--- src/rtl/proc9_pkg.sv ---
// Shared types and constants for the 9-bit processor control path.
package proc9_pkg;

    localparam int unsigned IR_W    = 9;
    localparam int unsigned FIELD_W = 3;
    localparam int unsigned NREGS   = 8;

    // IR field slices: opcode | X | Y
    localparam int unsigned OP_MSB = 8;
    localparam int unsigned OP_LSB = 6;
    localparam int unsigned X_MSB  = 5;
    localparam int unsigned X_LSB  = 3;
    localparam int unsigned Y_MSB  = 2;
    localparam int unsigned Y_LSB  = 0;

    localparam logic [FIELD_W-1:0] OP_MV  = 3'b000;
    localparam logic [FIELD_W-1:0] OP_MVI = 3'b001;
    localparam logic [FIELD_W-1:0] OP_ADD = 3'b010;
    localparam logic [FIELD_W-1:0] OP_SUB = 3'b011;

    typedef enum logic [1:0] {
        T0 = 2'd0,
        T1 = 2'd1,
        T2 = 2'd2,
        T3 = 2'd3
    } tstep_t;

endpackage

--- src/rtl/proc9_control_unit_dec3to8.sv ---
// 3-to-8 one-hot decoder with enable; all-zero output when disabled.
module dec3to8
    import proc9_pkg::*;
(
    input  logic [FIELD_W-1:0] sel,
    input  logic               en,
    output logic [NREGS-1:0]   dec_c
);

    always_comb begin
        dec_c = '0;
        if (en) begin
            dec_c[sel] = 1'b1;
        end
    end

endmodule

--- src/rtl/proc9_control_unit.sv ---
// Instruction sequencer: IR latch plus T0..T3 step FSM decoding datapath controls.
module proc9_control_unit
    import proc9_pkg::*;
#(
    parameter int unsigned DATA_W = 9
) (
    input  logic              clock,
    input  logic              aResetn,
    input  logic              Run,
    input  logic [DATA_W-1:0] DIN,
    output logic              IRin,
    output logic [NREGS-1:0]  Rin,
    output logic [NREGS-1:0]  Rout,
    output logic              DINout,
    output logic              Gout,
    output logic              Ain,
    output logic              Gin,
    output logic              AddSub,
    output logic              Done,
    output logic [1:0]        Tstep_Q
);

    tstep_t             state;
    tstep_t             state_next;
    logic [IR_W-1:0]    ir;
    logic [FIELD_W-1:0] op;
    logic [FIELD_W-1:0] rx;
    logic [FIELD_W-1:0] ry;
    logic [NREGS-1:0]   x_oh;
    logic [NREGS-1:0]   y_oh;

    assign op = ir[OP_MSB:OP_LSB];
    assign rx = ir[X_MSB:X_LSB];
    assign ry = ir[Y_MSB:Y_LSB];

    // X is used in T1 and T3, Y only in T1 and T2; idle decoders stay quiet
    dec3to8 u_dec_x (
        .sel   (rx),
        .en    (state != T0),
        .dec_c (x_oh)
    );

    dec3to8 u_dec_y (
        .sel   (ry),
        .en    ((state == T1) || (state == T2)),
        .dec_c (y_oh)
    );

    always_ff @(posedge clock or negedge aResetn) begin
        if (!aResetn) begin
            state <= T0;
        end else begin
            state <= state_next;
        end
    end

    always_ff @(posedge clock or negedge aResetn) begin
        if (!aResetn) begin
            ir <= '0;
        end else if (IRin) begin
            ir <= IR_W'(DIN);
        end
    end

    // Next-step and control decode from (state, IR); IRin also follows Run
    always_comb begin
        state_next = state;
        IRin       = 1'b0;
        Rin        = '0;
        Rout       = '0;
        DINout     = 1'b0;
        Gout       = 1'b0;
        Ain        = 1'b0;
        Gin        = 1'b0;
        AddSub     = 1'b0;
        Done       = 1'b0;
        case (state)
            T0: begin
                IRin = Run;
                if (Run) begin
                    state_next = T1;
                end
            end
            T1: begin
                case (op)
                    OP_MV: begin
                        Rout       = y_oh;
                        Rin        = x_oh;
                        Done       = 1'b1;
                        state_next = T0;
                    end
                    OP_MVI: begin
                        DINout     = 1'b1;
                        Rin        = x_oh;
                        Done       = 1'b1;
                        state_next = T0;
                    end
                    OP_ADD, OP_SUB: begin
                        Rout       = x_oh;
                        Ain        = 1'b1;
                        state_next = T2;
                    end
                    default: begin
                        Done       = 1'b1;
                        state_next = T0;
                    end
                endcase
            end
            T2: begin
                Rout       = y_oh;
                Gin        = 1'b1;
                AddSub     = op[0];
                state_next = T3;
            end
            T3: begin
                Gout       = 1'b1;
                Rin        = x_oh;
                Done       = 1'b1;
                state_next = T0;
            end
            default: begin
                state_next = T0;
            end
        endcase
    end

    assign Tstep_Q = state;

endmodule

--- config.mk ---
export PLATFORM = sky130hd
export DESIGN_NAME = proc9_control_unit
export DESIGN_NICKNAME = d
export VERILOG_FILES = /design/src/rtl/proc9_pkg.sv /design/src/rtl/proc9_control_unit_dec3to8.sv /design/src/rtl/proc9_control_unit.sv
export SDC_FILE = /design/constraint.sdc
export NUM_CORES = 1
export LEC_CHECK = 0
export ABC_AREA = 1
export CORE_MARGIN = 1
export CORE_UTILIZATION = 25
export CTS_CLUSTER_SIZE = 40
export DETAILED_ROUTE_END_ITERATION = 7
export HOLD_SLACK_MARGIN = 0.15
export PLACE_DENSITY = 0.59
export SYNTH_ARGS = -nofsm -noshare
export SYNTH_HDL_FRONTEND = slang
export SYNTH_HIERARCHICAL = 1
export SYNTH_SLANG_ARGS = --single-unit
--- constraint.sdc ---
create_clock -name clock -period 2.5 [get_ports clock]
set_clock_uncertainty 0.15 [all_clocks]
set_input_delay 0.625 -clock clock [delete_from_list [all_inputs] [get_ports clock]]
set_output_delay 0.625 -clock clock [all_outputs]
set_load 0.02 [all_outputs]
==> metrics.txt <==
outcome=finished, final reports clean; share of cells above drive strength 1=0.293; H-tree lvl count=1; max_slew headroom=0.675; die height=65.5 µm; placed inst area=1550 µm²; n_diodes=0; DRT iter0 DRCs=63; largest net degree at the start of global routing=13; via count=1185; power per cell area=1190 nW/µm²; Crit Path Max Fanout=12; initial antenna violation count=0; synth warn=6; Multi-input gate area=706 µm²; # nets final=250; First-pass DRT Iterations=4; HP Class=register to register; # IOs=37; crit path time final=2.46 ns; most used cell, CP=buf_4; fin crit share=0.986; synthesized instance count=176; slowest CP cell=dfrtp_1; Post-route DRC=0; worst slew pin tran=0.486 ns; f_max=0.406 GHz; first-pass GRT wire length=4570 µm; vias per cell=4.23; grt met2 use=0.222; Crit path arrival time=1.69 ns; Setup Total Neg Slack=0 ns; mean post-synth cell area=5.72 µm²; hpwl dp=2150 µm; Worst EP required=1.73 ns; clock buffer count from CTS=3; starting density of the core=0.267; Max clock buf depth=2; Netlist Area Pre-Place=1010 µm²; distinct cell type count of the synthesized netlist=16; CORE AREA=3770 µm²; #FFs+latches synth=11; Total Routing Usage GR=0.138; wire length per cell=9.84 µm; Sequential cell area=275 µm²; WHS Endpoint=ir[3]; Final setup viols=0; Die Width=65.5 µm; max-slew violation count=0; RePlAce Congestion=0.739; Worst-Skew Late Latency=0.23 ns; Startpoint Class=register; GR Layer Usage met1=0.183; FF-to-FF path depth=6; slowest stage delay, CP=0.37 ns; CTS clk-pin slew, worst paths=0.05 ns; Seq/Total Area, Yosys=0.273; hold path cells=2; Max IR drop VDD=0.000526 V; endpoint class of the critical path=output port; TritonCTS clock tree=built; CTS Root Cell=clkbuf_8; register-to-register setup slack=0.99 ns; filler cell count=403; Leak=0.842 nW; number of core rows=22; die area=4290 µm²; GR Util met3=0.0104; CP Cell Sequence=buf_4, ha_2, buf_12, a31oi_4, buf_6, buf_4, nor2_1, buf_4; HP Start=ir[3]; design area=1650 µm²; vias in the first global route=1056; Worst R2R Start=Tstep_Q[0]; Crit Path Category=register to output port; grt ovf=0; busiest grt layer=met2; final WL=2760 µm; Mapped Nets=193; CTS sink count=11; Synth-to-Final Area Change=63.6%; Hold Vio Cnt, Final=0; commonest cells after routing, fill and taps aside=nand2_1, nor2_1, buf_4; max cap viols=0; Port Buffers=36; reg2reg end=Tstep_Q[0]; post-route ant nets=0; Post-CTS Hold Buffers=0; RSZ-0062 raised after global routing=true; commonest non-fill, non-tap cell in the layout=nand2_1
==> routing by layer <==
| layer | share of wire | wire [µm] |
|---|---|---|
| met2 | 0.46 | 1280 |
| met5 | 0 | 0 |
| met1 | 0.47 | 1310 |
| met4 | 0.026 | 71 |
| met3 | 0.036 | 99 |
==> worst max path at each step <==
stage                from      end  slack, ns
3_3_place_gp   Tstep_Q[0]  Rout[2]      -0.20
2_1_floorplan  Tstep_Q[0]  Rout[1]       0.09
6_report       Tstep_Q[0]   Rin[7]       0.04
4_1_cts        Tstep_Q[0]  Rout[2]      -0.14
3_5_place_dp   Tstep_Q[0]  Rout[2]      -0.21
5_1_grt        Tstep_Q[0]  Rout[5]      -0.05
==> flip-flops by register name, summed over array words and instances, names as in the netlist, named ones only <==
register and flops:
Tstep_Q 1, ir 9
==> power breakdown <==
group          switching (mW)  internal, mW  leakage (nW)  total (mW)
clock                  0.0620         0.112        0.0228       0.174
combinational           0.849         0.586         0.683        1.44
sequential             0.0810         0.267         0.137       0.348
==> what timing repair did <==
| item | CTS | global route |
|---|---|---|
| pin swaps | 2 | 4 |
| endpoints found under the setup margin | 22 | 17 |
| resized for setup | 75 | 37 |
| setup buffers | 2 | 0 |
==> worst max-delay path: cells and delay by family, from the launching register on <==
family,cells,cell delay [ns]
compound gates,1,0.17
simple gates,1,0.03
buf+inv,5,0.68
flops,1,0.37
fa+ha+maj,1,0.19
==> Yosys cell counts <==
cell / n / area [µm²]
nand2_1: 62 / 233
nor2_1: 50 / 188
inv_1: 22 / 82.6
dfrtp_1: 11 / 275
nand4_1: 8 / 50.1
o21ai_0: 6 / 30.0
ha_1: 5 / 62.6
buf_4: 3 / 22.5
inv_2: 2 / 7.51
a31oi_2: 1 / 12.5
buf_2: 1 / 5.00
clkbuf_1: 1 / 3.75
clkinv_1: 1 / 3.75
nand3_4: 1 / 17.5
o21bai_1: 1 / 7.51
or2_2: 1 / 6.26
==> cells by family (layout without fill, tap and decap cells) <==
kind of cell,after synthesis,count (layout),share of synthesized area
compound gates,8,8,0.0497
fa+ha+maj,5,5,0.0621
flops,11,11,0.273
buf+inv,30,86,0.124
simple gates,122,122,0.491
==> layout make-up <==
| cell class | count | area share |
|---|---|---|
| timing repair buffer | 57 | 0.284 |
| inverter | 25 | 0.0569 |
| sequential | 11 | 0.167 |
| clock buffer | 4 | 0.0273 |
| tap | 48 | 0.0364 |
| multi-input combinational | 135 | 0.428 |
==> metrics by stage <==
stage                     cells  setup slack [ns]  hold slack [ns]  utilization  power, mW
after detailed placement    274            -0.206            0.370        0.411       1.59
final                       280            0.0358            0.406        0.437       1.96
after global routing        280           -0.0474            0.439        0.437       2.15
after floorplan             176            0.0887            0.179            -       1.07
after CTS                   280            -0.137            0.385        0.417       1.79
after global placement      274            -0.199            0.356        0.411       1.57
Power figures use the tool's default switching activity.
